==> src/rtl/mem_pkg.sv <==
// +----------------------------------------------------------------------+
// | mem_pkg : command encoding, port ids and arbiter state type          |
// | Rev 1.0                                                              |
// +----------------------------------------------------------------------+
`default_nettype none

package mem_pkg;

  localparam logic [1:0] c_cmd_none    = 2'b00;
  localparam logic [1:0] c_cmd_write   = 2'b01;
  localparam logic [1:0] c_cmd_illegal = 2'b10;
  localparam logic [1:0] c_cmd_read    = 2'b11;

  localparam logic c_port_cpu = 1'b0;
  localparam logic c_port_ldr = 1'b1;

  typedef enum logic [1:0] {
    ST_IDLE    = 2'd0,
    ST_ISSUE   = 2'd1,
    ST_RD_DATA = 2'd2
  } arb_state_t;

  function automatic logic is_request(input logic [1:0] cmd);
    return (cmd == c_cmd_write) || (cmd == c_cmd_read);
  endfunction

  function automatic logic is_illegal(input logic [1:0] cmd);
    return cmd == c_cmd_illegal;
  endfunction

endpackage

`default_nettype wire

==> src/rtl/rr_pick2.sv <==
// +----------------------------------------------------------------------+
// | rr_pick2 : two-way round-robin pick, the port not granted last wins  |
// | Rev 1.0                                                              |
// +----------------------------------------------------------------------+
`default_nettype none

module rr_pick2 (
  input  logic [1:0] req,
  input  logic       last,
  output logic       winner,
  output logic       valid
);

  assign valid  = |req;
  assign winner = (req == 2'b11) ? ~last : req[1];

endmodule

`default_nettype wire

==> src/rtl/mem_arbiter.sv <==
// +----------------------------------------------------------------------+
// | mem_arbiter : CPU/loader arbiter in front of a 1-cycle sync RAM      |
// | Rev 1.0                                                              |
// +----------------------------------------------------------------------+
`default_nettype none

module mem_arbiter
  import mem_pkg::*;
#(
  parameter int ADDR_W = 9,
  parameter int DATA_W = 16
) (
  input  logic              clk,
  input  logic              reset,
  input  logic [1:0]        cpu_cmd,
  input  logic [ADDR_W-1:0] cpu_addr,
  input  logic [DATA_W-1:0] cpu_wdata,
  input  logic [1:0]        ldr_cmd,
  input  logic [ADDR_W-1:0] ldr_addr,
  input  logic [DATA_W-1:0] ldr_wdata,
  output logic              cpu_gnt,
  output logic              ldr_gnt,
  output logic              cpu_rvalid,
  output logic              ldr_rvalid,
  output logic [DATA_W-1:0] rdata,
  output logic              cpu_wait,
  output logic [1:0]        mem_cmd,
  output logic [ADDR_W-1:0] mem_addr,
  output logic [DATA_W-1:0] mem_wdata,
  input  logic [DATA_W-1:0] mem_rdata,
  output logic              err_cmd
);

  arb_state_t        r_state;
  arb_state_t        w_next_state;
  logic              r_winner;
  logic              r_last;
  logic [1:0]        r_cmd;
  logic [ADDR_W-1:0] r_addr;
  logic [DATA_W-1:0] r_wdata;

  logic [1:0]        w_req;
  logic              w_pick;
  logic              w_pick_valid;

  // Illegal commands never count as requests, so the other port still arbitrates.
  assign w_req = {is_request(ldr_cmd), is_request(cpu_cmd)};

  rr_pick2 u_pick (
    .req    (w_req),
    .last   (r_last),
    .winner (w_pick),
    .valid  (w_pick_valid)
  );

  always_ff @(posedge clk or posedge reset) begin
    if (reset) begin
      r_state  <= ST_IDLE;
      r_winner <= c_port_cpu;
      r_last   <= c_port_ldr;
      r_cmd    <= c_cmd_none;
      r_addr   <= '0;
      r_wdata  <= '0;
    end else begin
      r_state <= w_next_state;
      if (r_state == ST_IDLE && w_pick_valid) begin
        r_winner <= w_pick;
        r_last   <= w_pick;
        r_cmd    <= w_pick ? ldr_cmd   : cpu_cmd;
        r_addr   <= w_pick ? ldr_addr  : cpu_addr;
        r_wdata  <= w_pick ? ldr_wdata : cpu_wdata;
      end
    end
  end

  always_comb begin
    w_next_state = r_state;
    case (r_state)
      ST_IDLE:    if (w_pick_valid) w_next_state = ST_ISSUE;
      ST_ISSUE:   w_next_state = (r_cmd == c_cmd_read) ? ST_RD_DATA : ST_IDLE;
      ST_RD_DATA: w_next_state = ST_IDLE;
      default:    w_next_state = ST_IDLE;
    endcase
  end

  assign cpu_gnt    = (r_state == ST_ISSUE)   && (r_winner == c_port_cpu);
  assign ldr_gnt    = (r_state == ST_ISSUE)   && (r_winner == c_port_ldr);
  assign cpu_rvalid = (r_state == ST_RD_DATA) && (r_winner == c_port_cpu);
  assign ldr_rvalid = (r_state == ST_RD_DATA) && (r_winner == c_port_ldr);
  assign rdata      = (r_state == ST_RD_DATA) ? mem_rdata : '0;

  assign mem_cmd   = (r_state == ST_ISSUE) ? r_cmd : c_cmd_none;
  assign mem_addr  = r_addr;
  assign mem_wdata = r_wdata;

  assign cpu_wait = is_request(cpu_cmd) && !cpu_gnt;
  assign err_cmd  = !reset && (r_state == ST_IDLE) &&
                    (is_illegal(cpu_cmd) || is_illegal(ldr_cmd));

endmodule

`default_nettype wire

==> config.mk <==
export PLATFORM = sky130hd
export DESIGN_NAME = mem_arbiter
export DESIGN_NICKNAME = d
export VERILOG_FILES = /design/src/rtl/mem_pkg.sv /design/src/rtl/rr_pick2.sv /design/src/rtl/mem_arbiter.sv
export SDC_FILE = /design/constraint.sdc
export NUM_CORES = 1
export LEC_CHECK = 0
export CAP_MARGIN = 5
export CELL_PAD_IN_SITES_DETAIL_PLACEMENT = 1
export CELL_PAD_IN_SITES_GLOBAL_PLACEMENT = 1
export CORE_MARGIN = 5
export CORE_UTILIZATION = 25
export CTS_CLUSTER_SIZE = 14
export DETAILED_ROUTE_END_ITERATION = 10
export PLACE_DENSITY = 0.89
export REMOVE_ABC_BUFFERS = 1
export SLEW_MARGIN = 0
export SYNTH_ARGS = -nofsm -noshare
export SYNTH_HDL_FRONTEND = slang
export SYNTH_HIERARCHICAL = 1
export SYNTH_SLANG_ARGS = --single-unit
==> constraint.sdc <==
create_clock -name clk -period 1.8 [get_ports clk]
set_input_delay 0.18 -clock clk [delete_from_list [all_inputs] [get_ports clk]]
set_output_delay 0.18 -clock clk [all_outputs]
set_load 0.02 [all_outputs]
==> impl_metrics.toml <==
[worst_setup_path]
startpoint = "r_state[1]"
rrSetupSlack_ns = 0.28
reg2reg_from = "r_last"
endpoint = "rdata[11]"
critPathKind = "reg2out"
cp-start-kind = "flip-flop"
r2r-end = "mem_wdata[14]"
cp-end-kind = "primary output"
cp_data_arrival_time_ns = 1.54
timing.critical_path.fanout_max = 18
reg2reg_depth = 4
required_ns = 1.62

[final_layout]
layout-drive-gt1-share = 0.304
final_cell_mix = "clkdlybuf4s50_1 (96), mux2_2 (39), dfrtp_1 (29)"
final_cell_area_um2 = 3190
n_fill_cell = 729
antenna_cells = 0
layout.nets = 328
syn_to_final_growth_pct = 83.1
mostFrequentLayoutCell = "clkdlybuf4s50_1"
layout.cells.non_filler = 353

[floorplan]
io_pins = 121
start_util = 0.257
die_area_um2 = 8750
num_rows = 30
coreArea_um2 = 6790
die_h_um = 93.5
die_w_um = 93.5

[clock_network]
clockBufferDepth = 2
clkSinkCount = 31
htreeDepth = 2
cts-root-buf = "clkbuf_8"
ctsHoldBuffers = 0
worstSkewPairLatency_ns = 0.28
cts_buffers = 5
cts_tree = "done"
cts.clk_slew.worst_paths_ns = 0.07

[grt]
overflow = 0
grt_max_degree = 32
antenna_found_initial = 0
grt_pass1_wl_um = 8450
grt_pass1_vias = 1691
track_usage = 0.124

[timing]
worst_clock_skew_ns = 0.00300
slew_headroom = 0.721
worstMarginPinSlew_ns = 0.419
drv_slew = 0
finalSetupViolCount = 0
fmax_ghz = 0.582
finalHoldViolations = 0
rsz0062_at_grt = "false"
finalCriticalPeriod_ns = 1.72
post-route-period-util = 0.955

[logic_synthesis]
muxShareOfSynthArea = 0.396
synth_compound_area_frac = 0.0136
synth_cells = 130
ys_warn_count = 6
synth-adder-area-share = 0
synth_area_leader_cell = "dfrtp_1"
synth_top_area_frac = 0.430
synth-simple-area-share = 0.110
syn_area_per_cell_um2 = 13.4
ys_ff_latch = 31
synth_area_um2 = 1740
synth_area_leaders = "dfrtp_1 (43%), mux2_2 (25%), mux2_4 (14%)"
synth-seq-area-share = 0.445
synth_top_family_by_area = "multiplexers"
yosys.cell_types.count = 21
synth_xor_area_frac = 0

[detailed_routing]
via_per_inst = 4.29
drtAntennaViolNets = 0
wl_um = 5460
wl_per_cell_um = 15.5
drtPass1Iterations = 2
drc_errors = 0
vias = 1515
drt_iter0_markers = 18

[power]
powerDensity_nw_per_um2 = 1390
ir_drop_mv = 0.660
p_leak_uw = 0.00140

[placement]
dp.cells = 345
globalplace.congestion = 0.725
io_buffers = 120
place_area_um2 = 3140
dp_hpwl_um = 4400

[outcome]
status = "completed"

[hold_path]
hold_class = "in2async"

[job]
drv_cap = 0
==> where the power goes <==
| group | internal, µW | switching [µW] | total [µW] |
|---|---|---|---|
| Combinational | 1470 | 1150 | 2610 |
| Clock | 269 | 282 | 551 |
| Sequential | 1070 | 217 | 1280 |
| Total | 2800 | 1650 | 4450 |
==> what timing repair did <==
| action | in CTS | in global routing |
|---|---|---|
| gates resized for setup | 26 | 5 |
| endpoints found under the hold margin | 0 | 0 |
| buffers inserted | 0 | 0 |
| endpoints found under the setup margin | 24 | 3 |
==> sequential cells by signal (all words and copies together), names as in the netlist <==
name	count
mem_wdata	16
r_last	1
r_state	2
r_cmd	2
mem_addr	9
r_winner	1
==> cells by family (layout without fill, tap and decap cells) <==
| logic type | Yosys count | after routing |
|---|---|---|
| muxes | 56 | 56 |
| DFF | 31 | 31 |
| and+or+nand+nor | 30 | 30 |
| buffers and inverters | 10 | 137 |
| AOI/OAI and AO/OA | 3 | 3 |
==> metrics by stage <==
stage	hold WS (ns)	power, µW	worst slack (ns)	setup TNS (ns)	utilization
3_5_place_dp	0.496	4030	-0.224	-3.45	0.462
3_3_place_gp	0.489	3960	-0.183	-2.35	0.462
6_report	0.321	4450	0.0807	0	0.470
5_1_grt	0.378	4740	0.000226	0	0.470
4_1_cts	0.327	4540	0.0323	0	0.471
2_1_floorplan	0.283	2690	-0.955	-26.39	-
==> area by class of cell <==
type | instances | area, µm² | area share
clock buffer | 5 | 68.8 | 0.0216
clock inverter | 3 | 20.0 | 0.00627
inverter | 1 | 3.75 | 0.00118
multi-input combinational | 89 | 927 | 0.290
sequential | 31 | 778 | 0.244
tap | 96 | 120 | 0.0376
timing repair buffer | 128 | 1270 | 0.399
==> metal layers <==
metal / global-route usage / wire length [µm]
met1: 0.126 / 1910
met2: 0.226 / 2770
met3: 0.0579 / 744
met4: 0.0330 / 42
met5: 0 / 0
==> cell usage after synthesis <==
master / instances
o21a_1: 1
nor2b_1: 2
and2b_1: 1
or2_1: 1
mux2_1: 1
inv_1: 1
a2111oi_0: 1
nand2b_1: 3
mux2_4: 16
a21boi_1: 1
clkbuf_1: 3
nor3b_2: 1
nor2_1: 1
and3_1: 1
buf_2: 3
mux2_2: 39
and2_1: 20
buf_6: 2
dfstp_2: 1
buf_4: 1
dfrtp_1: 30
==> critical path: stages, from the launching register on <==
cell	delay [ns]
dfrtp_2	0.45
and2b_1	0.20
buf_12	0.14
and2_1	0.16
dlygate4sd2_1	0.32
==> worst min path at each step <==
stage	slack [ns]	start	cells after the start	to
2_1_floorplan	0.28	reset	1	mem_addr[0]
4_1_cts	0.33	reset	3	mem_wdata[13]
3_3_place_gp	0.49	mem_wdata[1]	1	mem_wdata[1]
5_1_grt	0.38	reset	3	mem_wdata[13]
6_report	0.32	reset	3	mem_wdata[13]
3_5_place_dp	0.50	mem_wdata[2]	1	mem_wdata[2]
No activity file was read; power rests on OpenSTA's default activity.
